===== src/rtl/cnn_window_sequencer.sv =====
// cnn_window_sequencer
// Sequences one binary 3x3 convolution pass over an 8x8 image. A start request
// from the SPI clock domain launches the pass. The block snapshots the image and
// streams the 36 windows to a processing element (PE) over a valid/ready
// handshake. It then folds the PE scores into a saturating hit count and a peak
// score.
//
// Ports
//   i_Clk, i_Rst_n        system clock, asynchronous active-low reset
//   i_start               start request (asynchronous to i_Clk)
//   i_row00..i_row07      image rows, bit 7 is column 0
//   i_threshold           minimum score counted as a hit
//   o_win_valid, o_win    window offer to the PE (registered)
//   i_win_ready           PE accepts the current window
//   i_score_valid, i_score  PE score strobe and value (0..9)
//   o_busy                pass in progress (LOAD/ISSUE/DRAIN)
//   o_done                one-cycle completion pulse
//   o_result              hit count of the last pass, saturating at 15
//   o_max_score           peak score of the last pass
module cnn_window_sequencer #(
    parameter int unsigned N_WIN = 36
) (
    input  logic       i_Clk,
    input  logic       i_Rst_n,
    input  logic       i_start,
    input  logic [7:0] i_row00,
    input  logic [7:0] i_row01,
    input  logic [7:0] i_row02,
    input  logic [7:0] i_row03,
    input  logic [7:0] i_row04,
    input  logic [7:0] i_row05,
    input  logic [7:0] i_row06,
    input  logic [7:0] i_row07,
    input  logic [3:0] i_threshold,
    output logic       o_win_valid,
    output logic [8:0] o_win,
    input  logic       i_win_ready,
    input  logic       i_score_valid,
    input  logic [3:0] i_score,
    output logic       o_busy,
    output logic       o_done,
    output logic [3:0] o_result,
    output logic [3:0] o_max_score
);

    localparam logic [5:0] NWinCnt = 6'(N_WIN);

    typedef enum logic [2:0] {StIdle, StLoad, StIssue, StDrain, StDone} state_e;

    state_e           state_q, state_d;
    logic [2:0]       sync_q;
    logic             start_edge;
    logic [7:0][7:0]  rows_q, rows_d;
    logic [2:0]       r_q, r_d, c_q, c_d;
    logic [5:0]       resp_q, resp_d;
    logic [3:0]       hit_q, hit_d, max_q, max_d, thr_q, thr_d;
    logic [3:0]       result_q, result_d, max_out_q, max_out_d;
    logic             valid_q, valid_d;
    logic [8:0]       win_q, win_d;

    // Window at top-left (r, c): MSB is row r column c, row-major over the 3x3.
    function automatic logic [8:0] window(input logic [7:0][7:0] rows,
                                          input logic [2:0] r, input logic [2:0] c);
        logic [8:0] w;
        logic [2:0] ri, ci;
        w = '0;
        for (int i = 0; i < 3; i++) begin
            for (int j = 0; j < 3; j++) begin
                ri = r + 3'(i);
                ci = 3'd7 - c - 3'(j);
                w  = {w[7:0], rows[ri][ci]};
            end
        end
        return w;
    endfunction

    // sync_q[1:0] is the synchronizer, sync_q[2] holds the previous value.
    assign start_edge = sync_q[1] & ~sync_q[2];

    always_comb begin
        state_d   = state_q;
        rows_d    = rows_q;
        r_d       = r_q;
        c_d       = c_q;
        resp_d    = resp_q;
        hit_d     = hit_q;
        max_d     = max_q;
        thr_d     = thr_q;
        result_d  = result_q;
        max_out_d = max_out_q;
        valid_d   = valid_q;
        win_d     = win_q;

        // Scores are folded in before the state decode so that DRAIN can
        // finish in the same cycle as the final score.
        if ((state_q == StIssue || state_q == StDrain) && i_score_valid) begin
            resp_d = resp_q + 6'd1;
            if (i_score >= thr_q && hit_q != 4'd15) begin
                hit_d = hit_q + 4'd1;
            end
            if (i_score > max_q) begin
                max_d = i_score;
            end
        end

        unique case (state_q)
            StIdle: begin
                if (start_edge) begin
                    state_d = StLoad;
                end
            end
            StLoad: begin
                rows_d  = {i_row07, i_row06, i_row05, i_row04,
                           i_row03, i_row02, i_row01, i_row00};
                r_d     = '0;
                c_d     = '0;
                resp_d  = '0;
                hit_d   = '0;
                max_d   = '0;
                thr_d   = i_threshold;
                valid_d = 1'b1;
                win_d   = window(rows_d, 3'd0, 3'd0);
                state_d = StIssue;
            end
            StIssue: begin
                if (valid_q && i_win_ready) begin
                    if (r_q == 3'd5 && c_q == 3'd5) begin
                        valid_d = 1'b0;
                        state_d = StDrain;
                    end else begin
                        if (c_q == 3'd5) begin
                            c_d = '0;
                            r_d = r_q + 3'd1;
                        end else begin
                            c_d = c_q + 3'd1;
                        end
                        win_d = window(rows_q, r_d, c_d);
                    end
                end
            end
            StDrain: begin
                if (resp_d == NWinCnt) begin
                    result_d  = hit_d;
                    max_out_d = max_d;
                    state_d   = StDone;
                end
            end
            StDone: begin
                state_d = StIdle;
            end
            default: begin
                state_d = StIdle;
            end
        endcase
    end

    always_ff @(posedge i_Clk or negedge i_Rst_n) begin
        if (!i_Rst_n) begin
            state_q   <= StIdle;
            sync_q    <= '0;
            rows_q    <= '0;
            r_q       <= '0;
            c_q       <= '0;
            resp_q    <= '0;
            hit_q     <= '0;
            max_q     <= '0;
            thr_q     <= '0;
            result_q  <= '0;
            max_out_q <= '0;
            valid_q   <= 1'b0;
            win_q     <= '0;
        end else begin
            state_q   <= state_d;
            sync_q    <= {sync_q[1:0], i_start};
            rows_q    <= rows_d;
            r_q       <= r_d;
            c_q       <= c_d;
            resp_q    <= resp_d;
            hit_q     <= hit_d;
            max_q     <= max_d;
            thr_q     <= thr_d;
            result_q  <= result_d;
            max_out_q <= max_out_d;
            valid_q   <= valid_d;
            win_q     <= win_d;
        end
    end

    assign o_win_valid = valid_q;
    assign o_win       = win_q;
    assign o_busy      = (state_q == StLoad) || (state_q == StIssue) || (state_q == StDrain);
    assign o_done      = (state_q == StDone);
    assign o_result    = result_q;
    assign o_max_score = max_out_q;

endmodule


===== config.mk =====
export PLATFORM = sky130hd
export DESIGN_NAME = cnn_window_sequencer
export DESIGN_NICKNAME = d
export VERILOG_FILES = /design/src/rtl/cnn_window_sequencer.sv
export SDC_FILE = /design/constraint.sdc
export NUM_CORES = 1
export LEC_CHECK = 0
export BUFFER_PORTS_ARGS = -buffer_cell sky130_fd_sc_hd__buf_2
export CORE_MARGIN = 3
export CORE_UTILIZATION = 40
export CTS_BUF_LIST = sky130_fd_sc_hd__clkbuf_4
export DETAILED_ROUTE_END_ITERATION = 10
export SKIP_LAST_GASP = 1
export SYNTH_ARGS = -nofsm -noshare
export SYNTH_HDL_FRONTEND = slang
export SYNTH_SLANG_ARGS = --single-unit
export TNS_END_PERCENT = 5

===== constraint.sdc =====
create_clock -name i_Clk -period 10 [get_ports i_Clk]
set_input_delay 1.5 -clock i_Clk [delete_from_list [all_inputs] [get_ports i_Clk]]
set_output_delay 1.5 -clock i_Clk [all_outputs]
set_load 0.01 [all_outputs]

==> tab_implementation.tex, run 1 <==
\begin{tabular}{lr}
\hline
Metric & Value \\
\hline
\multicolumn{2}{l}{\textbf{Layout}} \\
Ratio of cells with drive above 1 in the final layout & a little over a fifth \\
Most common cell after layout, fill and taps aside & sky130\_fd\_sc\_hd\_\_nand2\_1 \\
Area growth syn-to-layout & 11.9\% \\
Most used cells in the layout excluding fill and tap cells & sky130\_fd\_sc\_hd\_\_nand2\_1 (230), sky130\_fd\_sc\_hd\_\_dfrtp\_1 (112), sky130\_fd\_sc\_hd\_\_buf\_2 (95) \\
Final nets & 870 \\
\# fillers & 1563 \\
Post-route standard cell area excluding fillers & $\sim$7400 um2 \\
Final Util & 46.2\% \\
Final Instance Count excl. Fillers & roughly 1000 \\
\multicolumn{2}{l}{\textbf{CTS}} \\
Hold bufs inserted after CTS & 0 \\
Post-CTS setup-driven buffer insertion count & 0 \\
Clk sinks & 112 \\
Worst skew pair latency & 0.50 ns \\
Maximum buffer depth of the clock tree & 2 \\
Cell at the root of the clock tree & sky130\_fd\_sc\_hd\_\_clkbuf\_4 \\
Post-CTS resize count & 0 \\
Htree depth & 3 \\
TritonCTS buffer count & 9 \\
Clock tree from TritonCTS & built \\
CTS clock-pin slew for the worst setup and hold paths & between 0.15 and 0.2 ns \\
\multicolumn{2}{l}{\textbf{Detailed routing}} \\
Wire length after detailed routing & 18.5 mm \\
DRT antenna net count & 0 \\
Initial DRT Pass Iterations & 5 \\
Via density per instance & 5.52 \\
Number of DRC markers in iteration 0 & roughly 400 \\
DR vias & 5527 \\
DRC violations left & 0 \\
Wire length per cell & 18.4 um \\
\multicolumn{2}{l}{\textbf{GRT}} \\
Vias in the first global route & 5600 \\
Wire length of the first global-routing pass & between 30 and 40 mm \\
Initial antenna violation count & 1 \\
Combined global-route utilization of all metal layers & a little over a fifth \\
Grt total ovfl & 0 \\
Pin count of the biggest net entering global routing & 88 \\
\multicolumn{2}{l}{\textbf{Setup path}} \\
Critical R2R Capture & o\_win[3]\$\_DFFE\_PN0P\_ \\
Largest stage delay, worst path & 0.91 ns \\
Type of origin of the critical path & flop \\
Cells along the critical path & nand3b\_2 > xor2\_4 > buf\_4 > inv\_2 > ha\_1 > xor3\_1 > mux4\_2 > mux2i\_1 > nor2\_1 > a2111oi\_0 > a21oi\_1 \\
Crit path required time & 10.40 ns \\
Reg-to-reg slack, setup & 5.36 ns \\
Dominant delay contributor by cell family on the critical path & flip-flops \\
Reg2reg start & c\_q[2]\$\_DFFE\_PN0P\_ \\
CP Max Fanout & 30 \\
Endpoint arrival time on the critical path & 5.04 ns \\
Slowest stage cell on the critical path & sky130\_fd\_sc\_hd\_\_dfrtp\_1 \\
Buffers plus inverters on the worst setup path & 2 \\
Worst Setup End Kind & flop \\
Critical path class & reg2reg \\
Worst R2R Path Depth & 11 \\
\multicolumn{2}{l}{\textbf{STA}} \\
Slew Limit Fails & 0 \\
Max Fclk & 0.216 GHz \\
Fin crit share & between 40\% and 50\% \\
Max transition margin & 41.5\% \\
Pin slew with the least headroom to its limit & 0.877 ns \\
Final-report hold violation count & 0 \\
Min cycle time layout & approximately 4.6 ns \\
Post-Route Setup TNS & 0 ns \\
Count of endpoints failing setup in the final report & 0 \\
Unrepaired setup endpoints after global routing & false \\
Layout Skew & 0.0235 ns \\
\multicolumn{2}{l}{\textbf{Synth}} \\
FF+latch count, synth & between 100 and 150 \\
Largest cells by area after synthesis & sky130\_fd\_sc\_hd\_\_dfrtp\_1 (42\%), sky130\_fd\_sc\_hd\_\_nand2\_1 (13\%), sky130\_fd\_sc\_hd\_\_mux4\_2 (12\%) \\
Post-synth design cell area & approximately 6600 um2 \\
Average instance area after synthesis & 9.37 um2 \\
Dominant combinational cell family by area after synthesis & simple AND/OR/NAND/NOR gates \\
Share of the synthesized area in compound gates (AO/OA/AOI/OAI) & between 10\% and 20\% \\
Area share of the largest cell type after synthesis & between 40\% and 50\% \\
Post-synthesis share of cell area spent on xor and xnor gates & approximately 1.7\% \\
Adder and majority gate portion of the synthesized area & 2.45\% \\
Warning count from the yosys run & 0 \\
Mux contribution to synthesized area & 18.4\% \\
Post-synthesis share of cell area spent on and, or, nand and nor gates & 21.0\% \\
Main flop type after synthesis & sky130\_fd\_sc\_hd\_\_dfrtp\_1 \\
Synthesized netlist net count & 797 \\
Share of flip-flops with an asynchronous set or reset after synthesis & between 90\% and 100\% \\
Number of enable-type register cells in the synthesized netlist & 0 \\
Post-synthesis cell type with the largest combined area & sky130\_fd\_sc\_hd\_\_dfrtp\_1 \\
Number of instances in the synthesized netlist & 707 \\
Sequential element share of the synthesized area & 42.3\% \\
Synth unique cells & 65 \\
\multicolumn{2}{l}{\textbf{Placed design}} \\
Gp weighted congestion & roughly 0.96 \\
IO buf count & 96 \\
Final HPWL from detailed placement & between 10 and 15 mm \\
Dpl cells & 985 \\
Cell area after placement & 7280 um2 \\
\multicolumn{2}{l}{\textbf{Floorplanning}} \\
Area of the core & 16100 um2 \\
DIE WIDTH & 135 um \\
Die H & 135 um \\
DIE AREA & between 15000 and 20000 um2 \\
Initial standard-cell utilization of the core & 41.3\% \\
Std cell rows & 46 \\
Count of boundary I/O pins & 97 \\
\multicolumn{2}{l}{\textbf{Worst hold path}} \\
Worst Hold Depth & 0 \\
Path class of the lowest-slack min-delay path & reg2reg \\
Hold EP & sync\_q[2]\$\_DFF\_PN0\_ \\
Worst Hold Launch & sync\_q[1]\$\_DFF\_PN0\_ \\
\multicolumn{2}{l}{\textbf{Pwr}} \\
Sequential share of power & between 40 and 50\% \\
Proportion of total power due to net switching & 44.9\% \\
Peak supply drop & 0.000165 V \\
Cell-internal power & 1.06 mW \\
Lkg Pwr & $\sim$3.6 nW \\
Total power per unit cell area & 259 nW/um2 \\
Net Switching & 0.862 mW \\
Combinational share of power & 45.8\% \\
Power share of the clock group & 11.5\% \\
\multicolumn{2}{l}{\textbf{Outcome}} \\
Result of the run & completed \\
\multicolumn{2}{l}{\textbf{Job}} \\
MaxCap Viol Count & 0 \\
\hline
\end{tabular}
-- worst register-to-register path: stages, from the launching register on --
cell	delay (ns)
sky130_fd_sc_hd__dfrtp_1	0.91
sky130_fd_sc_hd__nand3b_2	0.31
sky130_fd_sc_hd__xor2_4	0.19
sky130_fd_sc_hd__buf_4	0.45
sky130_fd_sc_hd__inv_2	0.41
sky130_fd_sc_hd__ha_1	0.33
sky130_fd_sc_hd__xor3_1	0.67
sky130_fd_sc_hd__mux4_2	0.40
sky130_fd_sc_hd__mux2i_1	0.32
sky130_fd_sc_hd__nor2_1	0.07
sky130_fd_sc_hd__a2111oi_0	0.39
sky130_fd_sc_hd__a21oi_1	0.12
-- flip-flops by register name (all words and copies together) (netlist names) --
name / cells
hit_q: 4
o_max_score: 4
sync_q: 3
state_q: 3
thr_q: 4
o_win_valid: 1
o_win: 9
r_q: 3
max_q: 4
resp_q: 6
rows_q: 64
c_q: 3
o_result: 4
-- how the worst max path moves through the flow --
stage	slack (ns)	to	cells after the start	start
global placement	5.49	o_win[3]$_DFFE_PN0P_	11	c_q[2]$_DFFE_PN0P_
detailed placement	5.43	o_win[3]$_DFFE_PN0P_	11	c_q[2]$_DFFE_PN0P_
floorplan	6.61	o_result[3]$_DFFE_PN0P_	9	i_score_valid
finish	5.36	o_win[3]$_DFFE_PN0P_	11	c_q[2]$_DFFE_PN0P_
CTS	5.38	o_win[3]$_DFFE_PN0P_	11	c_q[2]$_DFFE_PN0P_
global route	4.94	o_win[3]$_DFFE_PN0P_	11	c_q[2]$_DFFE_PN0P_
-- cell usage after synthesis (6+ instances only) --
| cell | n |
|---|---|
| sky130_fd_sc_hd__a21o_1 | 6 |
| sky130_fd_sc_hd__a21oi_1 | 28 |
| sky130_fd_sc_hd__buf_1 | 9 |
| sky130_fd_sc_hd__buf_2 | 7 |
| sky130_fd_sc_hd__clkbuf_1 | 24 |
| sky130_fd_sc_hd__dfrtp_1 | 112 |
| sky130_fd_sc_hd__ha_1 | 13 |
| sky130_fd_sc_hd__inv_1 | 13 |
| sky130_fd_sc_hd__mux2i_1 | 40 |
| sky130_fd_sc_hd__mux4_2 | 36 |
| sky130_fd_sc_hd__nand2_1 | 230 |
| sky130_fd_sc_hd__nand2b_1 | 6 |
| sky130_fd_sc_hd__nand3_1 | 10 |
| sky130_fd_sc_hd__nor2_1 | 49 |
| sky130_fd_sc_hd__o21ai_0 | 20 |
| sky130_fd_sc_hd__o22ai_1 | 8 |
-- kinds of logic after synthesis --
kind of cell | count (synthesis)
and+or+nand+nor | 331
buffers and inverters | 58
adders and majority gates | 13
DFF | 112
AOI/OAI and AO/OA | 106
muxes | 77
xor gates and xnor gates | 10
-- power groups by stage --
stage	registers, mW	logic (mW)	clock network [mW]
6_report	0.820	0.878	0.221
5_1_grt	0.843	0.994	0.251
2_1_floorplan	0.744	0.655	0
4_1_cts	0.814	0.882	0.232
3_3_place_gp	0.818	0.858	0
3_5_place_dp	0.824	0.879	0
-- routing by layer --
layer | track usage [%] | vias up | part of all wire, %
li1 | - | 2610 | -
met1 | 30.4 | 2690 | 46
met2 | 31.2 | 201 | 44
met3 | 5.29 | 26 | 7.4
met4 | 6.73 | 0 | 2.0
met5 | 0 | - | 0
-- layout make-up --
cell class,count,area [um2],share of cell area [%]
multi-input cells,537,3600,48.6
flip-flops and latches,112,2800,37.8
repair buffers,105,551,7.42
well taps,216,270,3.64
clock buffers,9,67.6,0.911
clock inverters,7,63.8,0.860
inverters,15,56.3,0.759
diodes,1,2.50,0.0337
-- through the flow --
stage | setup slack [ns] | total power, mW | hold slack [ns]
after floorplan | 6.61 | 1.40 | 0.331
after global placement | 5.49 | 1.68 | 0.338
after detailed placement | 5.43 | 1.70 | 0.353
after CTS | 5.38 | 1.93 | 0.394
after global routing | 4.94 | 2.09 | 0.401
final | 5.36 | 1.92 | 0.392
Power figures use the tool's default switching activity.
==> run 2, diff against run 1 <==
==> constraint.sdc (replaced) <==
create_clock -name i_Clk -period 3.8 [get_ports i_Clk]
set_input_delay 0.57 -clock i_Clk [delete_from_list [all_inputs] [get_ports i_Clk]]
set_output_delay 0.57 -clock i_Clk [all_outputs]
set_load 0.01 [all_outputs]
==> tab_implementation.tex, run 2 (synthesis gave the netlist of run 1 again) <==
\begin{tabular}{lr}
\hline
Metric & Value \\
\hline
\multicolumn{2}{l}{\textbf{Layout}} \\
Ratio of cells with drive above 1 in the final layout & around 22\% \\
Reg with most FFs & rows\_q \\
\# fillers & 1567 \\
Post-route standard cell area excluding fillers & 7480 um2 \\
Most common cell after layout, fill and taps aside & sky130\_fd\_sc\_hd\_\_nand2\_1 \\
Final nets & 877 \\
Flip-flop count of the largest register, all copies and words added & 64 \\
Most used cells in the layout excluding fill and tap cells & sky130\_fd\_sc\_hd\_\_nand2\_1 (230), sky130\_fd\_sc\_hd\_\_dfrtp\_1 (112), sky130\_fd\_sc\_hd\_\_buf\_2 (95) \\
Area growth syn-to-layout & 12.9\% \\
\multicolumn{2}{l}{\textbf{Pwr}} \\
Net Switching & 2.26 mW \\
Proportion of total power due to net switching & 44.8\% \\
Peak supply drop & 0.000294 V \\
Cell-internal power & 2.79 mW \\
Combinational share of power & 46.0\% \\
Lkg Pwr & about 3.7 nW \\
Power share of the clock group & 11.3\% \\
Sequential share of power & between 40\% and 50\% \\
Total power per unit cell area & 674 nW/um2 \\
\multicolumn{2}{l}{\textbf{Detailed routing}} \\
DR vias & $\sim$5600 \\
DRT antenna net count & 0 \\
Number of DRC markers in iteration 0 & 438 \\
Wire length per cell & 18.3 um \\
Wire length after detailed routing & between 15 and 20 mm \\
Initial DRT Pass Iterations & 5 \\
Via density per instance & 5.55 \\
DRC violations left & 0 \\
\multicolumn{2}{l}{\textbf{GRT}} \\
Pin count of the biggest net entering global routing & around 110 \\
Layer carrying the most global-route usage & met2 \\
Vias in the first global route & 5473 \\
Grt total ovfl & 0 \\
Combined global-route utilization of all metal layers & a little over a fifth \\
Wire length of the first global-routing pass & 29.9 mm \\
Met2 demand-to-capacity share in global routing & 31.6\% \\
Global routing met3 resource utilization & 3.06\% \\
Initial antenna violation count & 1 \\
Met1 capacity usage during global routing & 31.5\% \\
\multicolumn{2}{l}{\textbf{STA}} \\
Max transition margin & 43.0\% \\
Slew Limit Fails & 0 \\
Fin crit share & 86.1\% \\
Layout Skew & 0.0200 ns \\
Pin slew with the least headroom to its limit & 0.854 ns \\
Unrepaired setup endpoints after global routing & false \\
Final-report hold violation count & 0 \\
Post-Route Setup TNS & 0 ns \\
Max Fclk & 0.305 GHz \\
Count of endpoints failing setup in the final report & 0 \\
Min cycle time layout & 3.27 ns \\
\multicolumn{2}{l}{\textbf{CTS}} \\
TritonCTS buffer count & 9 \\
Htree depth & 3 \\
Worst skew pair latency & 0.51 ns \\
Post-CTS resize count & 0 \\
Post-CTS setup-driven buffer insertion count & 0 \\
Clock tree from TritonCTS & built \\
Hold bufs inserted after CTS & 0 \\
Maximum buffer depth of the clock tree & 2 \\
Cell at the root of the clock tree & sky130\_fd\_sc\_hd\_\_clkbuf\_4 \\
Clk sinks & 112 \\
CTS clock-pin slew for the worst setup and hold paths & around 0.18 ns \\
\multicolumn{2}{l}{\textbf{Floorplanning}} \\
Count of boundary I/O pins & 97 \\
Std cell rows & 46 \\
Area of the core & between 15000 and 20000 um2 \\
Initial standard-cell utilization of the core & 41.3\% \\
DIE WIDTH & 135 um \\
Die H & 135 um \\
DIE AREA & 18100 um2 \\
\multicolumn{2}{l}{\textbf{Setup path}} \\
Largest stage delay, worst path & 0.61 ns \\
Worst Setup End Kind & flop \\
Slowest stage cell on the critical path & sky130\_fd\_sc\_hd\_\_mux4\_2 \\
Endpoint arrival time on the critical path & around 3.7 ns \\
Dominant delay contributor by cell family on the critical path & multiplexers \\
Critical path class & reg2reg \\
CP Max Fanout & 29 \\
Cells along the critical path & nand3b\_2 > xor2\_4 > buf\_4 > mux4\_2 > mux4\_2 > and2\_1 > a211oi\_1 > o31ai\_1 \\
Cell mode on critical path & sky130\_fd\_sc\_hd\_\_mux4\_2 \\
Buffers plus inverters on the worst setup path & 1 \\
Type of origin of the critical path & flop \\
Crit path required time & between 4 and 5 ns \\
\multicolumn{2}{l}{\textbf{Placed design}} \\
Gp weighted congestion & 0.919 \\
Final HPWL from detailed placement & 13.7 mm \\
Cell area after placement & 7350 um2 \\
IO buf count & 96 \\
\multicolumn{2}{l}{\textbf{Job}} \\
MaxCap Viol Count & 0 \\
\multicolumn{2}{l}{\textbf{Outcome}} \\
Result of the run & completed \\
\multicolumn{2}{l}{\textbf{Worst hold path}} \\
Path class of the lowest-slack min-delay path & in2async \\
\hline
\end{tabular}
==> run 2: layout make-up <==
class	instances	area (um2)	area share [%]
antenna	5	12.5	0.167
clock buffer	9	67.6	0.903
clock inverter	7	55.1	0.736
inverter	15	56.3	0.753
multi-input combinational	537	3600	48.1
sequential	112	2800	37.5
tap	216	270	3.61
timing repair buffer	112	616	8.23
==> run 2: path summary, 6_finish.rpt <==
path / end / from / slack (ns) / cells past startpoint
max: o_win[0]$_DFFE_PN0P_ / c_q[1]$_DFFE_PN0P_ / 0.53 / 8
min: state_q[1]$_DFFE_PN0P_ / i_Rst_n / 0.11 / 2
max reg2reg: o_win[0]$_DFFE_PN0P_ / c_q[1]$_DFFE_PN0P_ / 0.53 / 8
min reg2reg: sync_q[1]$_DFF_PN0_ / sync_q[0]$_DFF_PN0_ / 0.37 / 0
max in group asynchronous: rows_q[56]$_DFFE_PN0P_ / i_Rst_n / 3.21 / 2
min in group i_Clk: sync_q[0]$_DFF_PN0_ / i_start / 0.17 / 1
==> run 2: per-layer routing <==
| metal | up-vias | wire (um) | share of wire [%] |
|---|---|---|---|
| li1 | 2636 | - | - |
| met1 | 2768 | 8700 | 47 |
| met2 | 197 | 8530 | 46 |
| met3 | 25 | 1010 | 5.4 |
| met4 | 0 | 305 | 1.6 |
| met5 | - | 0 | 0 |
==> run 2: power by group through the flow <==
| stage | clock network, mW | logic (mW) | registers (mW) |
|---|---|---|---|
| finish | 0.570 | 2.32 | 2.15 |
| global route | 0.636 | 2.60 | 2.21 |
| CTS | 0.596 | 2.33 | 2.14 |
| detailed placement | 0 | 2.33 | 2.16 |
| global placement | 0 | 2.28 | 2.14 |
| floorplan | 0 | 1.72 | 1.96 |
==> run 2: metrics by stage <==
| step | worst slack (ns) | power (mW) | cells | hold slack [ns] | utilization, % |
|---|---|---|---|---|---|
| after global routing | 0.319 | 5.45 | 1013 | 0.127 | 46.6 |
| after CTS | 0.524 | 5.07 | 1008 | 0.115 | 46.5 |
| final | 0.527 | 5.05 | 1013 | 0.113 | 46.6 |
| after global placement | 0.646 | 4.42 | 992 | 0.336 | 45.8 |
| after detailed placement | 0.552 | 4.49 | 992 | 0.342 | 45.8 |
| after floorplan | 0.481 | 3.68 | 707 | 0.274 | - |
==> run 3, diff against run 2 <==
--- a/config.mk
+++ b/config.mk
@@ -10,6 +10,7 @@
 export CORE_UTILIZATION = 40
 export CTS_BUF_LIST = sky130_fd_sc_hd__clkbuf_4
 export DETAILED_ROUTE_END_ITERATION = 10
+export PLACE_DENSITY = 0.65
 export SKIP_LAST_GASP = 1
 export SYNTH_ARGS = -nofsm -noshare
 export SYNTH_HDL_FRONTEND = slang
==> tab_implementation.tex, run 3 (synthesis gave the netlist of run 1 again) <==
\begin{tabular}{lr}
\hline
Metric & Value \\
\hline
\multicolumn{2}{l}{\textbf{Layout}} \\
Final nets & 877 \\
Sequential cell area & 2800 um2 \\
\# fillers & 1526 \\
Most common cell after layout, fill and taps aside & sky130\_fd\_sc\_hd\_\_nand2\_1 \\
Most used cells in the layout excluding fill and tap cells & sky130\_fd\_sc\_hd\_\_nand2\_1 (230), sky130\_fd\_sc\_hd\_\_dfrtp\_1 (112), sky130\_fd\_sc\_hd\_\_buf\_2 (95) \\
Reg with most FFs & rows\_q \\
Flip-flop count of the largest register, all copies and words added & 64 \\
Ratio of cells with drive above 1 in the final layout & 21.8\% \\
Area growth syn-to-layout & 12.6\% \\
Final Instance Count excl. Fillers & $\sim$1000 \\
Multi-input gate area & 3600 um2 \\
Post-route standard cell area excluding fillers & between 7000 and 8000 um2 \\
\multicolumn{2}{l}{\textbf{GRT}} \\
Pin count of the biggest net entering global routing & 61 \\
Grt total ovfl & 0 \\
Initial antenna violation count & 1 \\
Vias in the first global route & about 5400 \\
Wire length of the first global-routing pass & between 20 and 30 mm \\
Combined global-route utilization of all metal layers & 20.5\% \\
\multicolumn{2}{l}{\textbf{Detailed routing}} \\
DRT antenna net count & 0 \\
Wire length per cell & 17.8 um \\
Via density per instance & 5.45 \\
Number of DRC markers in iteration 0 & about 670 \\
DR vias & 5507 \\
Uppermost routed layer & met4 \\
Initial DRT Pass Iterations & 6 \\
Wire length after detailed routing & 18.0 mm \\
DRC violations left & 0 \\
Met2 wirelength from detailed routing & $\sim$7.9 mm \\
Amount of wire on met3 after detailed routing & between 1 and 1.5 mm \\
Met1 layer wirelength in the final routing & 8.58 mm \\
\multicolumn{2}{l}{\textbf{CTS}} \\
Htree depth & 3 \\
Hold bufs inserted after CTS & 0 \\
CTS clock-pin slew for the worst setup and hold paths & between 0.15 and 0.2 ns \\
Cell at the root of the clock tree & sky130\_fd\_sc\_hd\_\_clkbuf\_4 \\
Maximum buffer depth of the clock tree & 2 \\
Clock tree from TritonCTS & built \\
Clk sinks & 112 \\
Worst skew pair latency & 0.50 ns \\
TritonCTS buffer count & 9 \\
Post-CTS resize count & 0 \\
Post-CTS setup-driven buffer insertion count & 0 \\
\multicolumn{2}{l}{\textbf{Setup path}} \\
Cell mode on critical path & sky130\_fd\_sc\_hd\_\_ha\_1 \\
Cells along the critical path & ha\_1 > mux2\_2 > inv\_1 > ha\_1 > xor3\_1 > mux4\_2 > mux2i\_1 > nor2\_1 > a2111oi\_0 > a21oi\_1 \\
Slowest stage cell on the critical path & sky130\_fd\_sc\_hd\_\_dfrtp\_1 \\
Crit path required time & approximately 4.2 ns \\
Largest stage delay, worst path & 0.51 ns \\
Dominant delay contributor by cell family on the critical path & multiplexers \\
Critical path class & reg2reg \\
Endpoint arrival time on the critical path & 3.64 ns \\
CP Max Fanout & 6 \\
Worst Setup End Kind & flop \\
Type of origin of the critical path & flop \\
Buffers plus inverters on the worst setup path & 1 \\
\multicolumn{2}{l}{\textbf{STA}} \\
Final-report hold violation count & 0 \\
Layout Skew & 0.0157 ns \\
Pin slew with the least headroom to its limit & 0.860 ns \\
Slew Limit Fails & 0 \\
Slack of the critical path & $\sim$0.54 ns \\
Max Fclk & around 0.31 GHz \\
Fin crit share & 85.7\% \\
Post-Route Setup TNS & 0 ns \\
Count of endpoints failing setup in the final report & 0 \\
Min cycle time layout & 3.26 ns \\
Max transition margin & 42.4\% \\
Unrepaired setup endpoints after global routing & false \\
\multicolumn{2}{l}{\textbf{Pwr}} \\
Total power per unit cell area & 671 nW/um2 \\
Peak supply drop & a little over 0.0003 V \\
Lkg Pwr & 3.67 nW \\
\multicolumn{2}{l}{\textbf{Outcome}} \\
Result of the run & completed \\
\multicolumn{2}{l}{\textbf{Placed design}} \\
Gp weighted congestion & 0.941 \\
Dpl cells & roughly 1000 \\
Cell area after placement & between 7000 and 8000 um2 \\
IO buf count & 96 \\
Final HPWL from detailed placement & between 10 and 15 mm \\
Setup slack at placement & 0.654 ns \\
\multicolumn{2}{l}{\textbf{Floorplanning}} \\
Die H & 135 um \\
Area of the core & 16100 um2 \\
Count of boundary I/O pins & 97 \\
DIE WIDTH & 135 um \\
Initial standard-cell utilization of the core & 41.3\% \\
Std cell rows & 46 \\
DIE AREA & 18100 um2 \\
\multicolumn{2}{l}{\textbf{Worst hold path}} \\
Path class of the lowest-slack min-delay path & in2async \\
\multicolumn{2}{l}{\textbf{Job}} \\
MaxCap Viol Count & 0 \\
\hline
\end{tabular}
-- run 3: cell count changes in the layout (fill, tap and decap cells not counted) --
cell,delta
sky130_fd_sc_hd__clkinv_2,+2
sky130_fd_sc_hd__clkinv_4,-1
sky130_fd_sc_hd__diode_2,-3
sky130_fd_sc_hd__inv_8,-1
-- run 3: path summary, 6_finish.rpt --
path	start	to	slack, ns	depth (start not counted)
max	r_q[0]$_DFFE_PN0P_	o_win[3]$_DFFE_PN0P_	0.54	10
min	i_Rst_n	o_result[0]$_DFFE_PN0P_	0.09	1
max reg2reg	r_q[0]$_DFFE_PN0P_	o_win[3]$_DFFE_PN0P_	0.54	10
min reg2reg	sync_q[0]$_DFF_PN0_	sync_q[1]$_DFF_PN0_	0.37	0
max in group asynchronous	i_Rst_n	rows_q[31]$_DFFE_PN0P_	2.93	2
min in group i_Clk	i_start	sync_q[0]$_DFF_PN0_	0.17	1
-- run 3: where the power goes --
group          total (mW)  switching (mW)  internal (mW)
registers            2.14           0.488           1.65
clock network       0.547           0.412          0.135
logic                2.32            1.33          0.986
-- run 3: final cells by class --
type | count | share of cell area (%)
Inverter | 15 | 0.754
Clock inverter | 7 | 0.603
Antenna cell | 2 | 0.0670
Timing Repair Buffer | 112 | 8.25
Tap cell | 216 | 3.62
Multi-Input combinational cell | 537 | 48.3
Clock buffer | 9 | 0.905
Sequential cell | 112 | 37.5
-- run 3: worst reg2reg max path, cell delays in order (launching register included) --
cell and delay (ns):
sky130_fd_sc_hd__dfrtp_1 0.51, sky130_fd_sc_hd__ha_1 0.32, sky130_fd_sc_hd__mux2_2 0.27, sky130_fd_sc_hd__inv_1 0.08, sky130_fd_sc_hd__ha_1 0.16, sky130_fd_sc_hd__xor3_1 0.47, sky130_fd_sc_hd__mux4_2 0.35, sky130_fd_sc_hd__mux2i_1 0.33
sky130_fd_sc_hd__nor2_1 0.07, sky130_fd_sc_hd__a2111oi_0 0.47, sky130_fd_sc_hd__a21oi_1 0.13
-- run 3: per-stage QoR --
step / hold WS (ns) / utilization [%] / power (mW)
floorplan: 0.274 / - / 3.68
global placement: 0.334 / 45.8 / 4.44
detailed placement: 0.335 / 45.8 / 4.46
CTS: 0.0956 / 46.5 / 5.01
global route: 0.127 / 46.5 / 5.42
finish: 0.0917 / 46.5 / 5.01
-- run 3: metal layers --
metal  up-vias  GRT usage (%)
met5         -              0
met4         0           7.98
met3        38           2.53
met2       186           29.9
met1      2651           31.1
li1       2632              -
